--- config.mk ---
export PLATFORM = sky130hd
export DESIGN_NAME = prog_loader
export DESIGN_NICKNAME = d
export VERILOG_FILES = /design/src/rtl/prog_loader_pkg.sv /design/src/rtl/prog_loader_uart_rx.sv /design/src/rtl/prog_loader.sv
export SDC_FILE = /design/constraint.sdc
export NUM_CORES = 1
export LEC_CHECK = 0
export CAP_MARGIN = 40
export CORE_MARGIN = 8
export CORE_UTILIZATION = 30
export DETAILED_ROUTE_END_ITERATION = 10
export GPL_ROUTABILITY_DRIVEN = 0
export HOLD_SLACK_MARGIN = 0.06
export SETUP_SLACK_MARGIN = 0.2
export SKIP_LAST_GASP = 1
export SLEW_MARGIN = 30
export SYNTH_ARGS = -nofsm -noshare
export SYNTH_HDL_FRONTEND = slang
export SYNTH_SLANG_ARGS = --single-unit
--- constraint.sdc ---
create_clock -name clock -period 1.9 [get_ports clock]
set_input_delay 0.38 -clock clock [delete_from_list [all_inputs] [get_ports clock]]
set_output_delay 0.38 -clock clock [all_outputs]
set_load 0.005 [all_outputs]
--- src/rtl/prog_loader_pkg.sv ---
// Shared definitions for the UART program loader: loader and receiver state
// encodings, the image size limit and the length-header size.
package prog_loader_pkg;

  // Loader sequencing states.
  typedef enum logic [2:0] {
    LD_IDLE,
    LD_LEN_HI,
    LD_LEN_LO,
    LD_DATA,
    LD_DONE,
    LD_ERR
  } loader_state_t;

  // UART byte receiver states.
  typedef enum logic [1:0] {
    RX_IDLE,
    RX_START,
    RX_DATA,
    RX_STOP
  } rx_state_t;

  // Largest image, in 32-bit words, that fits the 14-bit word address space.
  localparam int unsigned MAX_WORDS = 16384;

  // The word count travels as a big-endian header of this many bytes.
  localparam int unsigned HDR_BYTES = 2;

  // A word count is usable when it is non-zero and fits instruction memory.
  function automatic logic len_ok(input logic [15:0] n);
    return (n != 16'd0) && (n <= 16'(MAX_WORDS));
  endfunction

endpackage

--- src/rtl/prog_loader_uart_rx.sv ---
// 8N1 UART byte receiver. Works on an already synchronized serial line:
// detects a falling edge, confirms the start bit at half a bit, samples the
// eight data bits LSB first at their centres and checks the stop bit.
module uart_rx
  import prog_loader_pkg::*;
#(
  parameter int CLKS_PER_BIT = 200
) (
  input  logic       clock,
  input  logic       reset,
  input  logic       rx,
  output logic       byte_valid,
  output logic [7:0] byte_data,
  output logic       frame_err
);

  localparam int CNT_W = $clog2(CLKS_PER_BIT);
  localparam logic [CNT_W-1:0] BIT_LAST  = CNT_W'(CLKS_PER_BIT - 1);
  localparam logic [CNT_W-1:0] HALF_LAST = CNT_W'(CLKS_PER_BIT / 2 - 1);

  rx_state_t        r_state;
  rx_state_t        w_next;
  logic [CNT_W-1:0] r_cnt;
  logic [2:0]       r_bit_idx;
  logic [7:0]       r_shift;
  logic             r_rx_prev;
  logic             r_byte_valid;
  logic             r_frame_err;

  logic w_fall;
  logic w_half;
  logic w_bit_end;

  assign w_fall    = r_rx_prev & ~rx;
  assign w_half    = (r_cnt == HALF_LAST);
  assign w_bit_end = (r_cnt == BIT_LAST);

  // Receiver state register.
  always_ff @(posedge clock) begin
    // NOTE: every clocked assignment is non-blocking so all registers update
    // together from pre-edge values, independent of statement order.
    if (reset) r_state <= RX_IDLE;
    else       r_state <= w_next;
  end

  // Next-state decode for one frame.
  always_comb begin
    // NOTE: the default comes first so every path assigns w_next; a path
    // that left it unassigned would infer a latch.
    w_next = r_state;
    case (r_state)
      RX_IDLE:  if (w_fall) w_next = RX_START;
      RX_START: if (w_half) w_next = rx ? RX_IDLE : RX_DATA;
      RX_DATA:  if (w_bit_end && (r_bit_idx == 3'd7)) w_next = RX_STOP;
      RX_STOP:  if (w_bit_end) w_next = RX_IDLE;
      default:  w_next = RX_IDLE;
    endcase
  end

  // Bit timing, data shift register and one-cycle result strobes.
  always_ff @(posedge clock) begin
    if (reset) begin
      r_cnt        <= '0;
      r_bit_idx    <= '0;
      r_shift      <= '0;
      r_rx_prev    <= 1'b1;
      r_byte_valid <= 1'b0;
      r_frame_err  <= 1'b0;
    end else begin
      r_rx_prev    <= rx;
      r_byte_valid <= 1'b0;
      r_frame_err  <= 1'b0;
      case (r_state)
        RX_IDLE: begin
          r_cnt     <= '0;
          r_bit_idx <= '0;
        end
        RX_START: r_cnt <= w_half ? '0 : r_cnt + 1'b1;
        RX_DATA: begin
          if (w_bit_end) begin
            r_cnt     <= '0;
            r_shift   <= {rx, r_shift[7:1]};
            r_bit_idx <= r_bit_idx + 3'd1;
          end else begin
            r_cnt <= r_cnt + 1'b1;
          end
        end
        RX_STOP: begin
          if (w_bit_end) begin
            r_cnt        <= '0;
            r_byte_valid <= rx;
            r_frame_err  <= ~rx;
          end else begin
            r_cnt <= r_cnt + 1'b1;
          end
        end
        default: r_cnt <= '0;
      endcase
    end
  end

  assign byte_valid = r_byte_valid;
  assign byte_data  = r_shift;
  assign frame_err  = r_frame_err;

endmodule

--- src/rtl/prog_loader.sv ---
// UART program loader. Receives a big-endian word count followed by that
// many big-endian 32-bit words and writes them to instruction memory from
// word address 0, holding the CPU in reset until the image is complete.
module prog_loader
  import prog_loader_pkg::*;
#(
  parameter int CLKS_PER_BIT   = 200,
  parameter int TIMEOUT_CYCLES = 2_000_000
) (
  input  logic        clock,
  input  logic        reset,
  input  logic        rx,
  input  logic        load_start,
  output logic        imem_we,
  output logic [13:0] imem_addr,
  output logic [31:0] imem_wdata,
  output logic        cpu_hold,
  output logic        load_done,
  output logic        load_err,
  output logic [14:0] words_loaded
);

  localparam int HDR_BITS = HDR_BYTES * 8;
  localparam int TMO_W    = $clog2(TIMEOUT_CYCLES + 1);
  localparam logic [TMO_W-1:0] TMO_LAST = TMO_W'(TIMEOUT_CYCLES - 1);

  logic                r_rx_meta;
  logic                r_rx_sync;
  loader_state_t       r_state;
  loader_state_t       w_next;
  logic [HDR_BITS-1:0] r_len;
  logic [23:0]         r_word;
  logic [1:0]          r_byte_idx;
  logic [14:0]         r_words;
  logic                r_we;
  logic [31:0]         r_wdata;
  logic [TMO_W-1:0]    r_tmo_cnt;

  logic                w_byte_valid;
  logic [7:0]          w_byte;
  logic                w_frame_err;
  logic                w_loading;
  logic                w_timeout;
  logic                w_last_write;
  logic [HDR_BITS-1:0] w_len_n;

  // Two-flop synchronizer; idles high like the line itself.
  always_ff @(posedge clock) begin
    if (reset) begin
      r_rx_meta <= 1'b1;
      r_rx_sync <= 1'b1;
    end else begin
      r_rx_meta <= rx;
      r_rx_sync <= r_rx_meta;
    end
  end

  uart_rx #(
    .CLKS_PER_BIT(CLKS_PER_BIT)
  ) u_rx (
    .clock     (clock),
    .reset     (reset),
    .rx        (r_rx_sync),
    .byte_valid(w_byte_valid),
    .byte_data (w_byte),
    .frame_err (w_frame_err)
  );

  assign w_loading    = (r_state == LD_LEN_HI) || (r_state == LD_LEN_LO) ||
                        (r_state == LD_DATA);
  assign w_timeout    = w_loading && r_rx_sync && (r_tmo_cnt == TMO_LAST);
  assign w_len_n      = {r_len[HDR_BITS-1:8], w_byte};
  assign w_last_write = r_we && (({1'b0, r_words} + 16'd1) == r_len);

  // Idle-line timer: counts consecutive high cycles with no byte delivered.
  always_ff @(posedge clock) begin
    if (reset || load_start || !w_loading || !r_rx_sync || w_byte_valid)
      r_tmo_cnt <= '0;
    else
      r_tmo_cnt <= r_tmo_cnt + 1'b1;
  end

  // Loader state register.
  always_ff @(posedge clock) begin
    if (reset) r_state <= LD_IDLE;
    else       r_state <= w_next;
  end

  // Loader next-state and status outputs; load_start overrides everything.
  always_comb begin
    w_next    = r_state;
    cpu_hold  = (r_state != LD_IDLE);
    load_done = (r_state == LD_DONE);
    load_err  = (r_state == LD_ERR);
    if (load_start) begin
      w_next = LD_LEN_HI;
    end else begin
      case (r_state)
        LD_IDLE: w_next = LD_IDLE;
        LD_LEN_HI: begin
          if (w_frame_err || w_timeout) w_next = LD_ERR;
          else if (w_byte_valid)        w_next = LD_LEN_LO;
        end
        LD_LEN_LO: begin
          if (w_frame_err || w_timeout) w_next = LD_ERR;
          else if (w_byte_valid)        w_next = len_ok(w_len_n) ? LD_DATA : LD_ERR;
        end
        LD_DATA: begin
          if (w_last_write)                  w_next = LD_DONE;
          else if (w_frame_err || w_timeout) w_next = LD_ERR;
        end
        LD_DONE: w_next = LD_IDLE;
        LD_ERR:  w_next = LD_ERR;
        default: w_next = LD_IDLE;
      endcase
    end
  end

  // Header capture, word assembly, write strobe and word counter.
  always_ff @(posedge clock) begin
    if (reset) begin
      r_len      <= '0;
      r_word     <= '0;
      r_byte_idx <= '0;
      r_words    <= '0;
      r_we       <= 1'b0;
      r_wdata    <= '0;
    end else begin
      r_we <= 1'b0;
      if (load_start) begin
        r_word     <= '0;
        r_byte_idx <= '0;
        r_words    <= '0;
      end else begin
        if (r_we) r_words <= r_words + 15'd1;
        case (r_state)
          LD_LEN_HI: if (w_byte_valid) r_len[HDR_BITS-1:8] <= w_byte;
          LD_LEN_LO: if (w_byte_valid) r_len[7:0] <= w_byte;
          LD_DATA: begin
            if (w_frame_err) begin
              r_byte_idx <= '0;
            end else if (w_byte_valid) begin
              if (r_byte_idx == 2'd3) begin
                r_we       <= 1'b1;
                r_wdata    <= {r_word, w_byte};
                r_byte_idx <= '0;
              end else begin
                r_word     <= {r_word[15:0], w_byte};
                r_byte_idx <= r_byte_idx + 2'd1;
              end
            end
          end
          default: ;
        endcase
      end
    end
  end

  assign imem_we      = r_we;
  assign imem_addr    = r_words[13:0];
  assign imem_wdata   = r_wdata;
  assign words_loaded = r_words;

endmodule

**Word level (Yosys, flattened, before mapping)**

Index checks and enable logic that the tools add are counted.

- Bitwise logic cells: 9
- Equality and inequality tests: 25
- Shift operators: 0
- Muxes and demuxes: 24
- Add/subtract/negate cells: 6
- Div/mod/pow operators: 0
- Reductions and logical operators: 33
- Multipliers: 0
- Magnitude comparators: 1

Operator list:

| cell | count |
|---|---|
| 3-bit two-way mux | 8 |
| 8-bit one-hot mux with 3 select lines | 1 |
| 21-bit by 1-bit adder with 21-bit output, second input constant | 1 |
| 21-bit equality test, second input constant | 1 |
| 15-bit by 1-bit adder with 16-bit output, second input constant | 1 |
| 16-bit equality test | 1 |
| 16-bit by 15-bit less-or-equal comparator with 1-bit output, second input constant | 1 |
| 2-bit two-way mux | 8 |
| 8-bit two-way mux | 2 |
| 16-bit nonzero test | 1 |
| 15-bit by 1-bit adder with 15-bit output, second input constant | 1 |
| 3-bit one-hot mux with 4 select lines | 1 |
| 3-bit AND reduction | 4 |
| 2-bit by 1-bit != test with 1-bit output, second input constant | 5 |
| 3-bit equality test, second input constant | 3 |
| 8-bit by 1-bit adder with 8-bit output, second input constant | 1 |
| 8-bit by 7-bit equality test with 1-bit output, second input constant | 1 |
| 8-bit equality test, second input constant | 1 |
| 4-bit by 2-bit != test with 1-bit output, second input constant | 2 |
| 1-bit inverter | 8 |
| 2-bit one-hot mux with 4 select lines | 1 |
| 4-bit AND reduction | 2 |
| 1-bit logical OR | 7 |
| 2-bit equality test, second input constant | 3 |
| other kinds (21) | 33 |

- Memories: 0
- Output and inout port bits: 65
- Bits in latches: 0
- RAM bits: 0
- ROM bits: 0
- Flip-flop bits (word level): 140

**Depth between registers and ports, before layout**

- Depth in word-level cells: 10
- Gate-level depth with buffers: 8

**Cells and area by module**

From an unflattened synthesis, not the netlist that was laid out.

- Cells, all modules: 735
- Area, all modules: 6,251.0 sq um

By module, submodules not included:

| module | area each (sq um) | times used | sequential area each (sq um) | cells each |
|---|---|---|---|---|
| prog_loader | 5,228.8 | 1 | 2,322.2 | 630 |
| uart_rx | 1,022.2 | 1 | 480.5 | 105 |

**Least setup slack after synthesis**

Ideal clock, no wire load.

- Path kind: reg2reg
- Start: register r_words[1], in the netlist words_loaded[1]
- End: register r_state[1]
- Setup slack: -133 ps
- Library setup time: 136 ps
- Arrival time: 1,897 ps
- Period minus slack after synthesis: 2,033 ps
- Stages on the path, launching flop included: 8
- Data required time: 1,764 ps
- Path buffers: 0
- Cells stage by stage: dfxtp_1 ha_1 nand4_2 nor4_1 xnor2_1 o2111ai_1 nor4_2 a31oi_1

- Longest elaborated chain between the ends: 5
- Elaborated cells on any way between the ends: 7
- Classes of those cells: add/sub: 1; eq/ne: 2; mux: 2; reduce/logical: 2

RTL lines:

| what | line | source |
|---|---|---|
| from (decl) | prog_loader.sv:34 | `logic [14:0] r_words;` |
| from (signal assigned) | prog_loader.sv:135 | `if (r_we) r_words <= r_words + 15'd1;` |
| 15-bit by 1-bit adder with 16-bit output (*) | prog_loader.sv:73 | `assign w_last_write = r_we && (({1'b0, r_words} + 16'd1) == r_len);` |
| 16-bit equality test (*) | prog_loader.sv:73 |  |
| 1-bit logical AND (*) | prog_loader.sv:73 |  |
| 3-bit two-way mux / 3-bit by 2-bit != test with 1-bit output (equally long branches) | - |  |
| 3-bit one-hot mux with 4 select lines / 3-bit AND reduction (equally long branches) | - |  |
| to (signal assigned) | prog_loader.sv:86 | `else r_state <= w_next;` |
| to (decl) | prog_loader.sv:29 | `loader_state_t r_state;` |

Every way passes the cells marked *; elsewhere a longest branch is shown, timed or not.
A chain may end at the register's enable or synchronous reset.

**Worst setup path after layout**

- Start: register r_words[3], in the netlist words_loaded[3]
- End: register r_state[1]

Same word-level chain as after synthesis.

==> qor.yml <==
outcome: "finished, final reports clean"
grt_max_degree: 70
h-tree-depth: 4
cp_max_fo: 4
start_util_pct: 30.5
dieArea_sq_um: 25400
worstMarginPinSlew_ns: 0.449
hp-class: "reg -> reg"
wl_um: 15500
final_cell_mix: "nand2_1, dfxtp_1, nor2_1"
maxCapViolations: 0
synth-seq-area-share_pct: 45.5
tns_ns: 0
drive_above_1_share_pct: 25.4
ys_types: 65
dp_slack_ns: -0.0832
drc_errors: 0
max_freq_mhz: 540
holdCritStartpoint: "r_rx_meta"
worst_slack_ns: 0.0475
required_ns: 2.19
critPathLaunchType: "flop"
switching_share_pct: 21.6
p_int_mw: 4.94
grt_pass1_wl_um: 25400
fin_crit_ns: 1.85
io_buffers: 68
dp_cells: 1079
root_buffer: "clkbuf_16"
yosysTopAreaCell: "dfxtp_1"
synth_top_area_share_pct: 45.5
rrSetupSlack_ns: 0.05
wl_per_cell_um: 13.6
path_clk_slew_ns: 0.06
drt_iter0_drc: 226
crit_end: "r_state[1]"
detail-route-antenna-nets: 0
synthTopCellsByArea: "dfxtp_1, nand2_1, nor2_1"
antenna_found_initial: 1
layout_commonest_cell: "nand2_1"
std_cell_rows: 52
setup_viol: 0
cts_tree: "yes"
dr.pass1.iters: 4
num_antenna_cells: 0
critPathCaptureType: "flop"
rr_worst_depth: 8
skew_ns: 0.00908
power.density_nw_per_um2: 722
async_reset_ff_share_pct: 0
relSlewSlack_pct: 70.0
yosysWarnings: 0
p_switching_mw: 1.36
area_delta_synth_final_pct: 41.6
clk_latency_ns: 0.42
die_w_um: 159
clockBufferDepth: 2
synth_seq_cells: 140
ys.flop_type: "dfxtp_1"
reg2reg_from: "words_loaded[3]"
worstSetupStartpoint: "words_loaded[3]"
synth_edf_count: 0
hold_viol: 0
vias: 5241
grt_usage_pct: 12.1
dp_hpwl_um: 10400
coreArea_sq_um: 20200
cts_sinks: 140
vdd_drop_max_mv: 0.629
cts_inserted_buffers: 17
r2r-end: "r_state[1]"
fin_nets: 863
grt_overflow_total: 0
viasPerCell: 4.61
drv_slew: 0
die-height_um: 159
syn_area_sq_um: 6170
critPathKind: "reg -> reg"
combPwrFrac_pct: 1.8
worstPathArrival_ns: 2.14
synthCells: 730
power_leakage_nw: 3.66
final_cells: 1136
min_period_over_period_pct: 97.5
first_global_vias: 5094
synthesis.nets: 740
power_frac_clock_pct: 51.7
io_pins: 69
power_frac_seq_pct: 46.5
rsz0062_at_grt: "true"
syn_area_per_cell_sq_um: 8.45
[layout make-up]
cell class              count  area [sq um]
fillers                  1957         11500
multi-input cells         526          3350
flip-flops and latches    140          2860
repair buffers            162          1570
clock buffers              19           443
well taps                 270           338
clock inverters            13           141
inverters                   6          22.5
[cells in the mapped netlist (2+ instances only)]
library cell,n
buf_4,15
nor3b_1,2
nor2_1,96
clkbuf_1,32
xor2_1,33
nand4_1,17
nor4_1,7
nor3_1,9
or4_1,2
and2_1,4
nand2b_1,2
buf_2,10
nand3b_1,3
nand3_1,17
nor2b_1,6
nor2_2,2
a22oi_1,4
or3_1,4
dfxtp_1,140
inv_1,6
nand2_1,137
a21oi_1,65
nor4b_1,2
and3b_1,2
o21ai_0,5
a21o_1,2
or2_2,4
mux2i_1,32
ha_1,6
and3_1,6
o21ai_1,2
nor4_2,2
xnor2_1,22
[critical path, cell delays in order (launching register included)]
cell	delay (ns)
dfxtp_2	0.33
buf_4	0.15
xor2_1	0.14
xnor2_1	0.14
nor4_2	0.27
o2111ai_2	0.16
nor4_2	0.28
buf_4	0.19
a31oi_1	0.07
[power groups by stage]
stage / logic [mW] / registers [mW] / clock network, mW
after global placement: 0.102 / 3.01 / 0
final: 0.115 / 2.93 / 3.26
after floorplan: 0.0642 / 3.01 / 0
after global routing: 0.125 / 2.93 / 3.48
after detailed placement: 0.101 / 3.01 / 0
after CTS: 0.102 / 2.94 / 3.33
[per-layer routing]
layer  wire (um)  global-route usage, %
met1        7370                   14.8
met2        7120                   19.3
met3         755                   4.45
met4         245                   4.16
met5          13                      0
[cell families (layout without fill, tap and decap cells)]
logic type / Yosys count / in the layout / synth area share, %
AND/OR/NAND/NOR: 341 / 341 / 26.4
XOR/XNOR: 55 / 55 / 7.81
multiplexers: 32 / 32 / 5.19
AO/OA/AOI/OAI: 92 / 92 / 8.83
flip-flops: 140 / 140 / 45.5
adder cells (fa/ha/maj): 6 / 6 / 1.22
buffers and inverters: 64 / 200 / 5.13
[sequential cells by signal, indices dropped and copies added (netlist names), named ones only]
register and cells:
r_rx_meta 1, r_state 3, imem_wdata 32, r_rx_sync 1
u_rx.r_cnt 8, u_rx.byte_data 8, r_len 16, r_tmo_cnt 21
u_rx.r_state 1, imem_we 1, u_rx.r_rx_prev 1, u_rx.r_bit_idx 3
u_rx.frame_err 1, r_byte_idx 2, words_loaded 15, r_word 24
u_rx.byte_valid 1
[per-stage QoR]
step / hold slack [ns] / util, % / cell area [sq um] / power, mW
detailed placement: 0.397 / 37.3 / 7550 / 3.11
CTS: 0.411 / 40.9 / 8280 / 6.37
global route: 0.422 / 43.1 / 8730 / 6.53
floorplan: 0.389 / - / 6260 / 3.07
finish: 0.409 / 43.1 / 8730 / 6.31
global placement: 0.392 / 37.3 / 7550 / 3.11
[worst min-delay path by stage]
stage           endpoint  slack, ns  cells past startpoint
6_report       r_rx_sync       0.41                      1
5_1_grt        r_rx_sync       0.42                      1
4_1_cts        r_rx_sync       0.41                      1
3_5_place_dp   r_rx_sync       0.40                      1
3_3_place_gp   r_rx_sync       0.39                      1
2_1_floorplan  r_rx_sync       0.39                      1
[repair_timing]
item	4_1_cts	5_1_grt
resized for setup	77	77
hold buffers	0	0
pin swaps	7	28
buffers inserted	8	13
cloned	1	3
endpoints found under the setup margin	94	104
No activity file was read; power rests on OpenSTA's default activity.
